<file path="config.mk">
export PLATFORM = sky130hd
export DESIGN_NAME = spi_tx_sequencer_flat
export DESIGN_NICKNAME = d
export VERILOG_FILES = /design/src/rtl/spi_seq_pkg.sv /design/src/rtl/spi_tx_sequencer_if.sv /design/src/rtl/spi_seq_fifo.sv /design/src/rtl/spi_tx_sequencer.sv /design/src/flat_wrapper.sv
export SDC_FILE = /design/constraint.sdc
export NUM_CORES = 1
export LEC_CHECK = 0
export ABC_CLOCK_PERIOD_IN_PS = 4600
export CAP_MARGIN = 20
export CELL_PAD_IN_SITES_DETAIL_PLACEMENT = 0
export CELL_PAD_IN_SITES_GLOBAL_PLACEMENT = 1
export CORE_UTILIZATION = 31
export CTS_CLUSTER_DIAMETER = 200
export DETAILED_ROUTE_END_ITERATION = 12
export PLACE_DENSITY_LB_ADDON = 0.25
export SLEW_MARGIN = 15
export SYNTH_ARGS = -nofsm -noshare
export SYNTH_HDL_FRONTEND = slang
export SYNTH_HIERARCHICAL = 1
export SYNTH_SLANG_ARGS = --single-unit
</file>
<file path="constraint.sdc">
create_clock -name clock -period 4.6 [get_ports clock]
set_input_delay 0.92 -clock clock [delete_from_list [all_inputs] [get_ports clock]]
set_output_delay 0.92 -clock clock [all_outputs]
set_load 0.05 [all_outputs]
</file>
<file path="src/rtl/spi_seq_pkg.sv">
// spi_tx_sequencer shared types: FSM state encoding and default
// parameter values used by the sequencer top and its FIFO.
package spi_seq_pkg;

   localparam int DEF_DEPTH         = 8;
   localparam int DEF_ADDR_W        = 3;
   localparam int DEF_STROBE_LEN    = 2;
   localparam int DEF_GAP_LEN       = 2;
   localparam int DEF_START_TIMEOUT = 15;

   // Shared phase counter width; covers strobe, gap and timeout.
   localparam int CNT_W = 8;

   typedef enum logic [2:0] {
      S_IDLE       = 3'd0,
      S_STROBE     = 3'd1,
      S_WAIT_START = 3'd2,
      S_WAIT_DONE  = 3'd3,
      S_GAP        = 3'd4
   } seq_state_e;

endpackage

</file>
<file path="src/rtl/spi_tx_sequencer_if.sv">
// Sequencer <-> spi_dma link: start strobe (active low), data byte,
// frame chip select, and status_dmago back from spi_dma.
interface spi_tx_sequencer_if;

   logic       spi_start_n;
   logic [7:0] spi_data;
   logic       spi_cs_n;
   logic       spi_dmago;

   modport master (
      output spi_start_n,
      output spi_data,
      output spi_cs_n,
      input  spi_dmago
   );

   modport slave (
      input  spi_start_n,
      input  spi_data,
      input  spi_cs_n,
      output spi_dmago
   );

endinterface

</file>
<file path="src/rtl/spi_seq_fifo.sv">
// Byte FIFO for spi_tx_sequencer.
// Ports: clock/sysrst, push_req+wdata, pop, flush; rdata is the head
// byte; level/full/empty/overflow are registered status.
module spi_seq_fifo
   import spi_seq_pkg::*;
#(
   parameter int DEPTH  = DEF_DEPTH,
   parameter int ADDR_W = DEF_ADDR_W
) (
   input  logic              clock,
   input  logic              sysrst,
   input  logic              push_req,
   input  logic [7:0]        wdata,
   input  logic              pop,
   input  logic              flush,
   output logic [7:0]        rdata,
   output logic [ADDR_W:0]   level,
   output logic              full,
   output logic              empty,
   output logic              overflow
);

   localparam int LVL_W = ADDR_W + 1;
   localparam logic [ADDR_W:0] LVL_FULL = LVL_W'(DEPTH);
   localparam logic [ADDR_W:0] LVL_ONE  = LVL_W'(1);
   localparam logic [ADDR_W-1:0] PTR_ONE = ADDR_W'(1);

   logic [7:0]        mem [DEPTH];
   logic [ADDR_W-1:0] wr_ptr;
   logic [ADDR_W-1:0] rd_ptr;
   logic [ADDR_W:0]   lvl_nxt;
   logic              push;

   // A full FIFO still accepts a byte when the head leaves this cycle.
   assign push  = push_req && (!full || pop);
   assign rdata = mem[rd_ptr];

   always_comb begin
      lvl_nxt = level;
      if (push && !pop)
         lvl_nxt = level + LVL_ONE;
      else if (pop && !push)
         lvl_nxt = level - LVL_ONE;
   end

   always_ff @(posedge clock) begin
      if (push)
         mem[wr_ptr] <= wdata;
   end

   always_ff @(posedge clock) begin
      if (sysrst || flush) begin
         wr_ptr   <= '0;
         rd_ptr   <= '0;
         level    <= '0;
         full     <= 1'b0;
         empty    <= 1'b1;
         overflow <= 1'b0;
      end else begin
         if (push)
            wr_ptr <= wr_ptr + PTR_ONE;
         if (pop)
            rd_ptr <= rd_ptr + PTR_ONE;
         level <= lvl_nxt;
         full  <= (lvl_nxt == LVL_FULL);
         empty <= (lvl_nxt == '0);
         if (push_req && full && !pop)
            overflow <= 1'b1;
      end
   end

endmodule

</file>
<file path="src/rtl/spi_tx_sequencer.sv">
// Feeds buffered CPU bytes to spi_dma one start strobe at a time,
// paced by status_dmago, with burst chip-select framing.
// Ports: clock/sysrst; cpu_we/cpu_wdata push; flush; enable;
// FIFO status; busy/done_pulse; sticky errors; bus = spi_dma link.
module spi_tx_sequencer
   import spi_seq_pkg::*;
#(
   parameter int DEPTH         = DEF_DEPTH,
   parameter int ADDR_W        = DEF_ADDR_W,
   parameter int STROBE_LEN    = DEF_STROBE_LEN,
   parameter int GAP_LEN       = DEF_GAP_LEN,
   parameter int START_TIMEOUT = DEF_START_TIMEOUT
) (
   input  logic               clock,
   input  logic               sysrst,
   input  logic               cpu_we,
   input  logic [7:0]         cpu_wdata,
   input  logic               flush,
   input  logic               enable,
   output logic [ADDR_W:0]    fifo_level,
   output logic               fifo_full,
   output logic               fifo_empty,
   output logic               busy,
   output logic               done_pulse,
   output logic               overflow_err,
   output logic               timeout_err,
   spi_tx_sequencer_if.master bus
);

   localparam logic [CNT_W-1:0] STB_LAST = CNT_W'(STROBE_LEN - 1);
   localparam logic [CNT_W-1:0] TO_LAST  = CNT_W'(START_TIMEOUT - 1);
   localparam logic [CNT_W-1:0] GAP_LAST = CNT_W'(GAP_LEN - 1);
   localparam logic [CNT_W-1:0] CNT_ONE  = CNT_W'(1);

   seq_state_e       state;
   logic [CNT_W-1:0] cnt;
   logic             pop;
   logic [7:0]       head;

   assign pop = (state == S_IDLE) && enable && !fifo_empty;

   spi_seq_fifo #(
      .DEPTH  (DEPTH),
      .ADDR_W (ADDR_W)
   ) u_fifo (
      .clock    (clock),
      .sysrst   (sysrst),
      .push_req (cpu_we),
      .wdata    (cpu_wdata),
      .pop      (pop),
      .flush    (flush),
      .rdata    (head),
      .level    (fifo_level),
      .full     (fifo_full),
      .empty    (fifo_empty),
      .overflow (overflow_err)
   );

   always_ff @(posedge clock) begin
      if (sysrst) begin
         state           <= S_IDLE;
         cnt             <= '0;
         bus.spi_start_n <= 1'b1;
         bus.spi_data    <= 8'h00;
         bus.spi_cs_n    <= 1'b1;
         busy            <= 1'b0;
         done_pulse      <= 1'b0;
         timeout_err     <= 1'b0;
      end else begin
         done_pulse <= 1'b0;
         if (flush)
            timeout_err <= 1'b0;
         unique case (state)
            S_IDLE: begin
               // spi_dma loads while start is low, so data and
               // strobe must change on the same edge.
               if (pop) begin
                  bus.spi_data    <= head;
                  bus.spi_start_n <= 1'b0;
                  bus.spi_cs_n    <= 1'b0;
                  busy            <= 1'b1;
                  cnt             <= '0;
                  state           <= S_STROBE;
               end
            end
            S_STROBE: begin
               if (cnt == STB_LAST) begin
                  bus.spi_start_n <= 1'b1;
                  cnt             <= '0;
                  state           <= S_WAIT_START;
               end else begin
                  cnt <= cnt + CNT_ONE;
               end
            end
            S_WAIT_START: begin
               if (bus.spi_dmago) begin
                  state <= S_WAIT_DONE;
               end else if (cnt == TO_LAST) begin
                  timeout_err <= 1'b1;
                  cnt         <= '0;
                  state       <= S_GAP;
               end else begin
                  cnt <= cnt + CNT_ONE;
               end
            end
            S_WAIT_DONE: begin
               if (!bus.spi_dmago) begin
                  done_pulse <= 1'b1;
                  cnt        <= '0;
                  state      <= S_GAP;
               end
            end
            S_GAP: begin
               if (GAP_LEN <= 1 || cnt == GAP_LAST) begin
                  busy  <= 1'b0;
                  state <= S_IDLE;
                  // Keep the frame open while more bytes will follow.
                  if (fifo_empty || !enable)
                     bus.spi_cs_n <= 1'b1;
               end else begin
                  cnt <= cnt + CNT_ONE;
               end
            end
            default: state <= S_IDLE;
         endcase
      end
   end

endmodule

</file>
<file path="src/flat_wrapper.sv">
// flat-port wrapper written by rule: the top's interface ports become plain ports
module spi_tx_sequencer_flat import spi_seq_pkg::*;
#(
   parameter int DEPTH         = DEF_DEPTH,
   parameter int ADDR_W        = DEF_ADDR_W,
   parameter int STROBE_LEN    = DEF_STROBE_LEN,
   parameter int GAP_LEN       = DEF_GAP_LEN,
   parameter int START_TIMEOUT = DEF_START_TIMEOUT
)
  (clock, sysrst, cpu_we, cpu_wdata, flush, enable, fifo_level, fifo_full, fifo_empty, busy, done_pulse, overflow_err, timeout_err, bus_spi_start_n, bus_spi_data, bus_spi_cs_n, bus_spi_dmago);
  spi_tx_sequencer_if bus_i ();
  input  logic clock;
  input  logic sysrst;
  input  logic cpu_we;
  input  logic [7:0] cpu_wdata;
  input  logic flush;
  input  logic enable;
  output logic [ADDR_W:0] fifo_level;
  output logic fifo_full;
  output logic fifo_empty;
  output logic busy;
  output logic done_pulse;
  output logic overflow_err;
  output logic timeout_err;
  output wire logic [$bits(bus_i.spi_start_n)-1:0] bus_spi_start_n;
  output wire logic [$bits(bus_i.spi_data)-1:0] bus_spi_data;
  output wire logic [$bits(bus_i.spi_cs_n)-1:0] bus_spi_cs_n;
  input wire logic [$bits(bus_i.spi_dmago)-1:0] bus_spi_dmago;
  assign bus_spi_start_n = bus_i.spi_start_n;
  assign bus_spi_data = bus_i.spi_data;
  assign bus_spi_cs_n = bus_i.spi_cs_n;
  assign bus_i.spi_dmago = bus_spi_dmago;
  spi_tx_sequencer #(.DEPTH(DEPTH), .ADDR_W(ADDR_W), .STROBE_LEN(STROBE_LEN), .GAP_LEN(GAP_LEN), .START_TIMEOUT(START_TIMEOUT)) u_core (.clock(clock), .sysrst(sysrst), .cpu_we(cpu_we), .cpu_wdata(cpu_wdata), .flush(flush), .enable(enable), .fifo_level(fifo_level), .fifo_full(fifo_full), .fifo_empty(fifo_empty), .busy(busy), .done_pulse(done_pulse), .overflow_err(overflow_err), .timeout_err(timeout_err), .bus(bus_i));
endmodule
</file>
# ---- Word-level counts from Yosys, hierarchy flattened
# Memories as Yosys holds them, arrays and structs flattened. A register that Yosys moved wholly into a read port is not among the register bits.
# Cells that the tools add are included.
dict set report word_totals {
  memories 1
  inputBits 14
  reg_bits 29
  ram_bits 64
  word_cells 94
  output_inout_bits 20
}
# memory depth word_bits rd rd_ports_with_merged_regs write_ports line_no
set mem_list {}
lappend mem_list {u_core.u_fifo.mem 8 8 1 1 1 spi_seq_fifo.sv:28} ;# logic [7:0] mem [DEPTH];
dict set report classes {
  n_reduce_logical 27
  bitwise_logic 1
  muxes 32
  add_sub_neg 5
  n_eq_ne 15
}
# operator n
set ops {}
lappend ops {{$mux 8} 6}
lappend ops {{$pmux 8 s5} 1}
lappend ops {{$mux 3} 6}
lappend ops {{$pmux 3 s5} 1}
lappend ops {{$mux 1} 13}
lappend ops {{$reduce_and 5->1} 2}
lappend ops {{$add 8x1->8 const B} 1}
lappend ops {{$eq 8x1->1 const B} 1}
lappend ops {{$eq 8x4->1 const B} 1}
lappend ops {{$mux 4} 2}
lappend ops {{$ne 2x2->1 const B} 4}
lappend ops {{$logic_and 1x1->1} 7}
lappend ops {{$add 3x1->3 const B} 2}
lappend ops {{$eq 3x2->1 const B} 2}
lappend ops {{$ne 2x1->1 const B} 3}
lappend ops {{$pmux 1 s2} 3}
lappend ops {{$reduce_and 3->1} 2}
lappend ops {{$logic_not 1->1} 5}
lappend ops {{$reduce_bool 5->1} 1}
lappend ops {{$add 4x1->4 const B} 1}
lappend ops {{$eq 4x4->1 const B} 1}
lappend ops {{$logic_not 4->1} 1}
lappend ops {{$reduce_and 4->1} 1}
lappend ops {{$reduce_bool 2->1} 2}
lappend ops {{other kinds (9)} 11}

# ---- Longest topological paths before layout
# Gate-level depths: netlist of run 1.
dict set report depth {
  depth_word 10
  ltp_mapped 8
}

# ---- Modules after synthesis
# The synthesis of run 1 kept the hierarchy.
# module area_per_inst_um2 cells_per_inst instances
set modules_own_cells {}
lappend modules_own_cells {spi_seq_fifo 3196.8 183 1}
lappend modules_own_cells {spi_tx_sequencer 1232.4 151 1}

# ---- Worst setup path after synthesis of run 1
# Ideal clock, no wire load.
dict set report synth_path {
  path_kind {input to register}
  from {input port enable}
  to {memory u_core.u_fifo.mem[0][0], enable pin}
  slack_ns 1.182
  path_stages 8
  arrival_time_ns 3.035
  path_buffers 1
  required_ns 4.217
  path_cell_list {nand2b_1 nand2b_1 nor2_1 buf_2 nand2b_1 nand2_1 or2_2 nor3_1}
}
dict set report synth_between {
  elab_chain_cells 6
}
# item line_no
set synth_rtl {}
lappend synth_rtl {{start, declared} flat_wrapper.sv:17} ;# input logic enable;
lappend synth_rtl {{$logic_and 1x1->1 (2 in a row)} spi_tx_sequencer.sv:40} ;# assign pop = (state == S_IDLE) && enable && !fifo_empty;
lappend synth_rtl {{net u_core.pop} spi_tx_sequencer.sv:37} ;# logic pop;
lappend synth_rtl {{$logic_or 1x1->1} spi_seq_fifo.sv:35} ;# assign push = push_req && (!full || pop);
lappend synth_rtl {{$logic_and 1x1->1} spi_seq_fifo.sv:35}
lappend synth_rtl {{$mux 1} spi_seq_fifo.sv:47} ;# if (push)
lappend synth_rtl {{$mux 1 (implied by the code)} spi_seq_fifo.sv:48} ;# mem[wr_ptr] <= wdata;
lappend synth_rtl {{end, declared} spi_seq_fifo.sv:28}
# The timed path passes the listed nets, and every way through them passes these cells.

# ---- Worst setup path in the final report of run 1
dict set report layout_path {
  from {input port enable}
  to {memory u_core.u_fifo.mem[4][4], enable pin}
}
# The elaborated chain is that of the path after synthesis.

==> flow_metrics.py, run 1 <==
metrics = {
    "place": {
        "io_buffers": 33,
        "gp_congestion": 0.746,
        "dp_hpwl_um": 6150,
        "dp_slack_ns": 0.853,
        "place_area_um2": 4940,
    },
    "setup_path": {
        "reg2reg_from": "u_core/state[0]",
        "critical_path.endpoint": "u_core/u_fifo/mem[4][4]",
        "cpPeakStageDelay_ns": 0.59,
        "critPathLaunchType": "input pin",
        "critical_path.startpoint": "enable",
        "r2r-end": "u_core/u_fifo/mem[4][4]",
        "worst-endpoint-arrival_ns": 3.36,
        "crit_chain": "clkdlybuf4s50_1 -> nand2b_1 -> nand2b_1 -> nor2_1 -> nand2b_1 -> nand2_1 -> or2_2 -> nor2_1",
        "path_common_cell": "nand2b_1",
        "worst-path-buf-inv": 1,
        "crit_family": "simple AND/OR/NAND/NOR gates",
        "critPathKind": "in2reg",
        "reg2reg_slack_ns": 1.67,
        "cp_max_fo": 12,
        "rr_worst_depth": 7,
        "cp_data_required_time_ns": 4.57,
        "slowest_stage": "nor2_1",
        "path_depth": 8,
        "endpoint_kind": "flip-flop",
    },
    "floorplan": {
        "dieWidth_um": 122,
        "coreArea_um2": 13900,
        "dieArea_um2": 14800,
        "row_count": 43,
        "io_pins": 34,
        "dieHeight_um": 122,
        "initial_core_util_pct": 31.8,
    },
    "timing": {
        "slew-limit-headroom_pct": 43.6,
        "hold_violations": 0,
        "fmax_mhz": 295,
        "finalClockSkew_ns": 0.00975,
        "setup_ws_ns": 1.21,
        "finalCritPeriodShare_pct": 73.7,
        "worstMarginPinSlew_ns": 0.843,
        "rsz0062_at_grt": "no",
        "holdWs_ns": 0.480,
        "period_needed_ns": 3.39,
        "fin_setup_tns_ns": 0,
        "setup_viol": 0,
        "drv_slew": 0,
    },
    "power_and_ir_drop": {
        "p_int_mw": 1.58,
        "ir_drop_uv": 182,
        "leakagePower_nw": 1.67,
        "power_mw": 2.19,
        "switching_share_pct": 27.9,
        "cellPowerDensity_nw_per_um2": 418,
        "seqPwrFrac_pct": 49.0,
        "power_frac_comb_pct": 16.4,
        "p_clk_share_pct": 34.6,
        "switchingPower_uw": 611,
    },
    "worst_hold_path": {
        "min_path_type": "reg2reg",
        "hold_path_depth": 2,
    },
    "logic_synthesis": {
        "netlist_top_cells_area": "edfxtp_1 43%, dfxtp_1 18%, mux4_2 8.1%",
        "avgSynthCellArea_um2": 13.3,
        "synthArstFlopShare_pct": 0,
        "seq_area_frac_synth_pct": 61.5,
        "synthCells": 334,
        "netlist_area_um2": 4430,
        "synth_nets": 355,
        "yosysUniqueCellTypes": 57,
        "ys.flop_type": "edfxtp_1",
        "synth-edff-count": 64,
        "synth-seq-cells": 104,
        "synth_top_area_share_pct": 43.4,
        "synth_top_cell_by_area": "edfxtp_1",
        "ys_warn_count": 6,
    },
    "flow_run": {
        "drv_cap": 0,
    },
    "grt": {
        "grt_usage_pct": 13.0,
        "grt_max_degree": 24,
        "first_global_vias": 2619,
        "grt_first_pass_wirelength_um": 14200,
        "grt_overflow": 0,
        "grt_antenna_before_repair": 0,
    },
    "route": {
        "drc": 0,
        "viasPerCell": 4.91,
        "num_vias": 2705,
        "wl_um": 9010,
        "drt_iter0_drc": 155,
        "wl_per_cell_um": 16.3,
        "firstDrtPassIters": 4,
        "ant_nets": 0,
    },
    "clocking": {
        "h-tree-depth": 3,
        "hold_buffers": 0,
        "cts_resized": 0,
        "insertion_delay_ns": 0.35,
        "cts_buffers": 9,
        "cts.sinks": 104,
        "cts_tree": "done",
        "clk_path_buf_depth": 2,
        "cts-root-buf": "clkbuf_16",
        "clkTransAtPathRegs_ns": 0.07,
        "post_cts_buffers": 0,
    },
    "outcome": {
        "outcome": "finished clean",
    },
    "layout": {
        "multi_input_area_um2": 1600,
        "seq_area_um2": 2720,
        "final_layout_size_suffix_gt1_share_pct": 15.6,
        "nets": 387,
        "synthToLayoutAreaGrowth_pct": 18.3,
        "diodes": 0,
        "fillCellCount": 1307,
        "post-route-cell-area_um2": 5240,
    },
}
## synthesized netlist by cell type (2+ instances only)
cell type	count
nor4bb_1	2
nand3b_1	6
buf_2	3
xor2_1	3
nand2_1	26
nor2_1	30
dfxtp_1	40
edfxtp_1	64
buf_1	3
mux4_2	16
a21oi_1	19
mux2_2	9
xnor2_1	7
nand2b_1	7
or2_2	2
nand3_1	13
clkbuf_1	8
inv_1	9
o21bai_1	2
mux2i_1	2
a21o_1	2
o21ai_0	11
a31oi_1	6
ha_1	7
nor3_1	5
## worst min-delay path: cells and delay by family, from the launching register on
| kind | cells | cell delay (ns) |
|---|---|---|
| AOI/OAI and AO/OA | 1 | 0.04 |
| DFF | 1 | 0.33 |
| and+or+nand+nor | 1 | 0.07 |
## cells by family (layout without fill, tap and decap cells)
family	after synthesis	after routing	share of synthesized area (%)
mux	27	27	10.9
flops	104	104	61.5
simple gates	106	106	12.6
fa+ha+maj	7	7	1.98
compound gates	55	55	8.70
xor+xnor	10	10	1.98
buf+inv	25	62	2.40
## per-layer routing
metal | vias up | global-route usage [%] | share of wire (%)
li1 | 1313 | - | -
met1 | 1320 | 17.3 | 46
met2 | 60 | 20.5 | 48
met3 | 12 | 2.39 | 3.9
met4 | 0 | 6.48 | 2.0
met5 | - | 0 | 0
## power groups by stage
stage               clock network (mW)  registers (mW)  logic [mW]
floorplan                            0            1.09       0.261
global placement                     0            1.09       0.358
detailed placement                   0            1.09       0.360
CTS                              0.780            1.07       0.361
global route                     0.810            1.08       0.392
finish                           0.757            1.07       0.359
## metrics by stage
step                util (%)  cells
finish                  37.6    551
floorplan                  -    334
global placement        35.5    535
detailed placement      35.5    535
global route            37.6    551
CTS                     37.6    551
## worst min path at each step
stage                                        from                       to  slack, ns
final                      u_core/u_fifo/overflow   u_core/u_fifo/overflow       0.48
after floorplan           u_core/u_fifo/wr_ptr[0]  u_core/u_fifo/wr_ptr[0]       0.46
after CTS                  u_core/u_fifo/overflow   u_core/u_fifo/overflow       0.48
after detailed placement   u_core/u_fifo/overflow   u_core/u_fifo/overflow       0.46
after global placement     u_core/u_fifo/overflow   u_core/u_fifo/overflow       0.46
after global routing       u_core/u_fifo/overflow   u_core/u_fifo/overflow       0.50
## layout make-up
type                            count  area share (%)
Tap cell                          180            4.30
Multi-Input combinational cell    205            30.5
Clock buffer                       10            4.37
Sequential cell                   104            52.0
Clock inverter                      6            1.31
Timing Repair Buffer               37            6.88
Inverter                            9           0.645
## cell usage in the layout, fill, tap and decap left out, types with 2 or more instances in the layout
| master | n |
|---|---|
| mux2i_1 | 2 |
| edfxtp_1 | 64 |
| mux2_2 | 9 |
| clkinv_4 | 2 |
| nand2b_1 | 7 |
| nand3b_1 | 6 |
| nand2_1 | 26 |
| nand3_1 | 13 |
| or2_2 | 2 |
| o21ai_0 | 11 |
| nor4bb_1 | 2 |
| nor3_1 | 5 |
| dfxtp_1 | 39 |
| mux4_2 | 16 |
| buf_4 | 4 |
| o21bai_1 | 2 |
| a21oi_1 | 19 |
| xnor2_1 | 7 |
| a31oi_1 | 6 |
| inv_1 | 9 |
| a21o_1 | 2 |
| ha_1 | 7 |
| nor2_1 | 30 |
| clkbuf_16 | 9 |
| clkdlybuf4s50_1 | 33 |
| xor2_1 | 3 |
## state kept, by name, summed over array words and instances, names as in the netlist, named ones only
name	cells
u_core/bus.spi_cs_n	1
u_core/state	3
u_core/u_fifo/overflow	1
u_core/done_pulse	1
u_core/cnt	8
u_core/u_fifo/level	4
u_core/u_fifo/empty	1
u_core/u_fifo/mem	64
u_core/bus.spi_data	8
u_core/busy	1
u_core/timeout_err	1
u_core/u_fifo/rd_ptr	3
u_core/u_fifo/full	1
u_core/u_fifo/wr_ptr	3
u_core/bus.spi_start_n	1
No activity file was read; power rests on OpenSTA's default activity.
==> run 2, diff against run 1 <==
--- a/config.mk
+++ b/config.mk
@@ -5,7 +5,7 @@
 export SDC_FILE = /design/constraint.sdc
 export NUM_CORES = 1
 export LEC_CHECK = 0
-export ABC_CLOCK_PERIOD_IN_PS = 4600
+export ABC_CLOCK_PERIOD_IN_PS = 3320
 export CAP_MARGIN = 20
 export CELL_PAD_IN_SITES_DETAIL_PLACEMENT = 0
 export CELL_PAD_IN_SITES_GLOBAL_PLACEMENT = 1
==> constraint.sdc (replaced) <==
create_clock -name clock -period 3.32 [get_ports clock]
set_input_delay 0.664 -clock clock [delete_from_list [all_inputs] [get_ports clock]]
set_output_delay 0.664 -clock clock [all_outputs]
set_load 0.05 [all_outputs]
==> run 2 against run 1 <==
Register-to-register slack worse by 0.90 ns. Clock power up 40%. Flip-flop and latch count unchanged. Worst hold slack better by 0.0015 ns. Via count down 1.8%. Power up 39%. Clock skew down 0.0037 ns. Sequential power up 38%. Final area up 1.7%. Die area unchanged. Sequential share of layout area down 0.89 points. Wire length down 1.6%. Critical path type unchanged. Largest cell class unchanged. Highest routed layer unchanged.
==> flow_metrics.py, run 2 (synthesis results as in run 1) <==
metrics = {
    "outcome": {
        "outcome": "finished clean",
    },
    "clocking": {
        "cts_tree": "done",
        "hold_buffers": 0,
        "cts-root-buf": "clkbuf_16",
        "h-tree-depth": 3,
        "clkTransAtPathRegs_ns": 0.07,
        "cts_resized": 0,
        "post_cts_buffers": 0,
        "clk_path_buf_depth": 2,
        "insertion_delay_ns": 0.34,
        "cts_buffers": 9,
        "cts.sinks": 104,
    },
    "grt": {
        "grt_usage_pct": 13.4,
        "first_global_vias": 2631,
        "grt_overflow": 0,
        "grt_antenna_before_repair": 0,
        "grt_first_pass_wirelength_um": 14500,
        "grt_max_degree": 21,
    },
    "power_and_ir_drop": {
        "ir_drop_uv": 258,
        "leakagePower_nw": 1.74,
        "cellPowerDensity_nw_per_um2": 572,
    },
    "layout": {
        "layout_commonest_cell": "edfxtp_1",
        "reg_top3": "u_core/u_fifo/mem: 64 flops, u_core/bus.spi_data: 8 flops, u_core/cnt: 8 flops",
        "largest_register_ffs": 64,
        "final_layout_size_suffix_gt1_share_pct": 17.8,
        "regMostFlops": "u_core/u_fifo/mem",
        "synthToLayoutAreaGrowth_pct": 20.3,
        "diodes": 0,
        "nets": 397,
        "layout_common_cells": "64 x edfxtp_1, 40 x dfxtp_1, 33 x clkdlybuf4s50_1",
    },
    "timing": {
        "fmax_mhz": 364,
        "rsz0062_at_grt": "no",
        "fin_setup_tns_ns": 0,
        "setup_ws_ns": 0.572,
        "finalClockSkew_ns": 0.00600,
        "setup_viol": 0,
        "finalCritPeriodShare_pct": 82.8,
        "drv_slew": 0,
        "hold_violations": 0,
        "period_needed_ns": 2.75,
        "worstMarginPinSlew_ns": 0.816,
        "holdWs_ns": 0.482,
        "slew-limit-headroom_pct": 45.5,
    },
    "floorplan": {
        "coreArea_um2": 13900,
        "dieWidth_um": 122,
        "row_count": 43,
        "io_pins": 34,
        "dieHeight_um": 122,
        "initial_core_util_pct": 31.8,
        "dieArea_um2": 14800,
    },
    "route": {
        "wl_per_cell_um": 15.8,
        "drc": 0,
        "ant_nets": 0,
        "num_vias": 2657,
        "firstDrtPassIters": 4,
        "drt_iter0_drc": 164,
        "wl_um": 8860,
        "viasPerCell": 4.74,
    },
    "worst_hold_path": {
        "hold_path_depth": 2,
        "min_path_type": "reg2reg",
        "min_delay_worst_endpoint": "u_core/bus.spi_data[5]",
        "holdCritStartpoint": "u_core/bus.spi_data[5]",
    },
    "setup_path": {
        "worst-endpoint-arrival_ns": 2.80,
        "critPathLaunchType": "input pin",
        "cp_data_required_time_ns": 3.37,
        "rr_worst_depth": 8,
        "critical_path.startpoint": "enable",
        "cp_max_fo": 8,
        "endpoint_kind": "flip-flop",
        "r2r-end": "u_core/u_fifo/mem[0][5]",
        "reg2reg_slack_ns": 0.77,
        "critPathKind": "in2reg",
        "reg2reg_from": "u_core/state[0]",
    },
    "place": {
        "io_buffers": 33,
        "gp_congestion": 0.753,
        "dp_hpwl_um": 6090,
        "dp_slack_ns": 0.231,
    },
    "flow_run": {
        "drv_cap": 0,
    },
}
run 2: area by class of cell:
cell class | count | area (um2)
Fill cell | 1314 | 8600
Tap cell | 180 | 225
Clock buffer | 13 | 292
Sequential cell | 104 | 2720
Timing Repair Buffer | 47 | 435
Clock inverter | 3 | 21.3
Multi-Input combinational cell | 205 | 1600
Inverter | 9 | 33.8
run 2: through the flow:
step / std cells / total power [mW] / instance area (um2) / util (%)
global placement: 545 / 2.02 / 5020 / 36.0
finish: 561 / 3.05 / 5330 / 38.3
CTS: 561 / 3.09 / 5330 / 38.3
global route: 561 / 3.20 / 5330 / 38.3
floorplan: 334 / 1.87 / 4430 / -
detailed placement: 545 / 2.02 / 5020 / 36.0
run 2: where the power goes:
part / switching, mW / leakage [nW] / internal (mW)
clock network: 0.446 / 0.153 / 0.616
registers: 0.0717 / 0.905 / 1.41
logic: 0.317 / 0.677 / 0.189
run 2: per-layer routing:
layer / GRT usage, % / wire, um / vias up
li1: - / - / 1328
met5: 0 / 0 / -
met2: 21.9 / 4300 / 28
met3: 3.51 / 231 / 8
met4: 4.40 / 114 / 0
met1: 17.3 / 4210 / 1293
run 2: how the worst max path moves through the flow:
stage	to
after detailed placement	u_core/u_fifo/mem[0][6]
final	u_core/u_fifo/mem[0][5]
after CTS	u_core/u_fifo/mem[0][6]
after floorplan	u_core/u_fifo/mem[0][0]
after global routing	u_core/u_fifo/mem[0][6]
after global placement	u_core/u_fifo/mem[0][3]
run 2: critical path: stages:
cell and delay, ns:
clkdlybuf4s50_1 0.45, nand2b_1 0.13, nand2b_1 0.20, nor2_1 0.30
nand2b_1 0.23, nand2_1 0.10, or2_2 0.35, nor3_1 0.15
buf_4 0.21
==> run 3, diff against run 2 <==
--- a/config.mk
+++ b/config.mk
@@ -5,7 +5,7 @@
 export SDC_FILE = /design/constraint.sdc
 export NUM_CORES = 1
 export LEC_CHECK = 0
-export ABC_CLOCK_PERIOD_IN_PS = 3320
+export ABC_CLOCK_PERIOD_IN_PS = 2600
 export CAP_MARGIN = 20
 export CELL_PAD_IN_SITES_DETAIL_PLACEMENT = 0
 export CELL_PAD_IN_SITES_GLOBAL_PLACEMENT = 1
==> constraint.sdc (replaced) <==
create_clock -name clock -period 2.6 [get_ports clock]
set_input_delay 0.52 -clock clock [delete_from_list [all_inputs] [get_ports clock]]
set_output_delay 0.52 -clock clock [all_outputs]
set_load 0.05 [all_outputs]
==> run 3 against run 2 <==
Flip-flop and latch count did not move. Clock skew increased by 0.0056 ns. Combinational power grew 43%. Final area rose by 1.9%. Register-to-register slack worse by 0.24 ns. Clock-buffer cell count is 1 lower. Critical path depth did not move. Sequential share of layout area decreased by 0.98 points. Non-clock buffer count up 7. Power rose by 27%. Via count grew 3.5%. Critical endpoint is now u_core/u_fifo/mem[0][2]. Largest cell class unchanged. Highest routed layer unchanged.
==> flow_metrics.py, run 3 (synthesis results as in run 1) <==
metrics = {
    "layout": {
        "nets": 404,
        "fin_util_pct": 39.0,
        "regMostFlops": "u_core/u_fifo/mem",
        "fillCellCount": 1297,
        "layout_commonest_cell": "edfxtp_1",
        "layout_common_cells": "64 x edfxtp_1, 40 x dfxtp_1, 33 x clkdlybuf4s50_1",
        "diodes": 0,
        "seq_area_um2": 2720,
        "largest_register_ffs": 64,
        "final_layout_size_suffix_gt1_share_pct": 20.4,
        "synthToLayoutAreaGrowth_pct": 22.7,
        "post-route-cell-area_um2": 5430,
        "multi_input_area_um2": 1630,
        "reg_top3": "u_core/u_fifo/mem: 64 flops, u_core/bus.spi_data: 8 flops, u_core/cnt: 8 flops",
    },
    "setup_path": {
        "critPathLaunchType": "input pin",
        "endpoint_kind": "flip-flop",
        "worst-endpoint-arrival_ns": 2.30,
        "cp_max_fo": 8,
        "cp_data_required_time_ns": 2.66,
        "reg2reg_slack_ns": 0.53,
        "critPathKind": "in2reg",
    },
    "floorplan": {
        "coreArea_um2": 13900,
        "dieHeight_um": 122,
        "initial_core_util_pct": 31.8,
        "row_count": 43,
        "io_pins": 34,
        "dieWidth_um": 122,
        "dieArea_um2": 14800,
    },
    "grt": {
        "grt_usage_pct": 13.0,
        "grt_overflow": 0,
        "grt_max_degree": 23,
        "first_global_vias": 2723,
        "grt_antenna_before_repair": 0,
        "grt_first_pass_wirelength_um": 14400,
    },
    "place": {
        "dp_hpwl_um": 6060,
        "place_area_um2": 5150,
        "gp_congestion": 0.780,
        "io_buffers": 33,
    },
    "timing": {
        "drv_slew": 0,
        "fmax_mhz": 446,
        "rsz0062_at_grt": "no",
        "hold_violations": 0,
        "setup_viol": 0,
        "finalCritPeriodShare_pct": 86.2,
        "slew-limit-headroom_pct": 56.1,
        "period_needed_ns": 2.24,
        "holdWs_ns": 0.475,
        "worstMarginPinSlew_ns": 0.659,
        "finalClockSkew_ns": 0.0116,
    },
    "route": {
        "num_vias": 2751,
        "drt_iter0_drc": 178,
        "wl_um": 8880,
        "wl_per_cell_um": 15.6,
        "firstDrtPassIters": 4,
        "viasPerCell": 4.84,
        "drc": 0,
        "ant_nets": 0,
    },
    "clocking": {
        "post_cts_buffers": 0,
        "cts-root-buf": "clkbuf_16",
        "h-tree-depth": 3,
        "clk_path_buf_depth": 2,
        "clkTransAtPathRegs_ns": 0.07,
        "cts.sinks": 104,
        "cts_buffers": 9,
        "cts_resized": 0,
        "cts_tree": "done",
        "hold_buffers": 0,
        "insertion_delay_ns": 0.35,
    },
    "flow_run": {
        "drv_cap": 0,
    },
    "power_and_ir_drop": {
        "leakagePower_nw": 1.78,
        "p_clk_share_pct": 33.3,
        "p_int_mw": 2.78,
        "cellPowerDensity_nw_per_um2": 712,
        "switchingPower_mw": 1.09,
        "ir_drop_uv": 332,
        "seqPwrFrac_pct": 48.0,
        "switching_share_pct": 28.2,
        "power_frac_comb_pct": 18.7,
    },
    "worst_hold_path": {
        "min_path_type": "reg2reg",
    },
    "outcome": {
        "outcome": "finished clean",
    },
}
==> run 3: cell count changes in the layout (fill, tap and decap cells not counted), moves of 2 or more <==
cell	delta
buf_12	+4
buf_4	+3
inv_6	+2
nor2_1	-4
nor2_2	+3
nor3_1	-2
==> run 3: per-layer routing <==
| layer | up-vias | part of all wire, % | routed length (um) | GRT usage, % |
|---|---|---|---|---|
| li1 | 1347 | - | - | - |
| met1 | 1358 | 47 | 4200 | 17.7 |
| met2 | 39 | 49 | 4310 | 20.2 |
| met3 | 7 | 2.6 | 232 | 2.29 |
| met4 | 0 | 1.6 | 138 | 6.02 |
| met5 | - | 0 | 0 | 0 |
==> run 3: area by class of cell <==
| class | count | area share, % |
|---|---|---|
| clock buffers | 12 | 4.72 |
| well taps | 180 | 4.14 |
| repair buffers | 54 | 9.90 |
| clock inverters | 4 | 0.484 |
| flip-flops and latches | 104 | 50.1 |
| multi-input cells | 205 | 30.0 |
| inverters | 9 | 0.622 |
==> run 3: per-stage QoR <==
| step | setup WS, ns | cells | TNS [ns] | power [mW] |
|---|---|---|---|---|
| 2_1_floorplan | 0.0371 | 334 | 0 | 2.39 |
| 3_5_place_dp | -0.0274 | 552 | -0.367 | 2.62 |
| 5_1_grt | 0.216 | 568 | 0 | 4.04 |
| 3_3_place_gp | 0.0144 | 552 | 0 | 2.62 |
| 6_report | 0.359 | 568 | 0 | 3.87 |
| 4_1_cts | 0.340 | 568 | 0 | 3.91 |
==> run 3: critical path: stages <==
cell and delay [ns]:
clkdlybuf4s50_1 0.45, nand2b_1 0.07, nand2b_1 0.20, nor2_4 0.13, nand2b_1 0.14, nand2_1 0.09
or2_2 0.37, nor3_4 0.17, buf_12 0.15
==> run 3: worst paths after layout <==
check | start | to | depth (start not counted)
setup / recovery | enable | u_core/u_fifo/mem[0][2] | 9
hold / removal | u_core/bus.spi_data[6] | u_core/bus.spi_data[6] | 2
setup reg to reg | u_core/cnt[0] | u_core/state[0] | 6
hold reg to reg | u_core/bus.spi_data[6] | u_core/bus.spi_data[6] | 2
==> run 3: power groups by stage <==
stage,combinational (mW),sequential (mW),clock (mW)
after global routing,0.788,1.87,1.38
after floorplan,0.468,1.92,0
final,0.724,1.86,1.29
after detailed placement,0.725,1.90,0
after CTS,0.728,1.86,1.32
after global placement,0.723,1.90,0
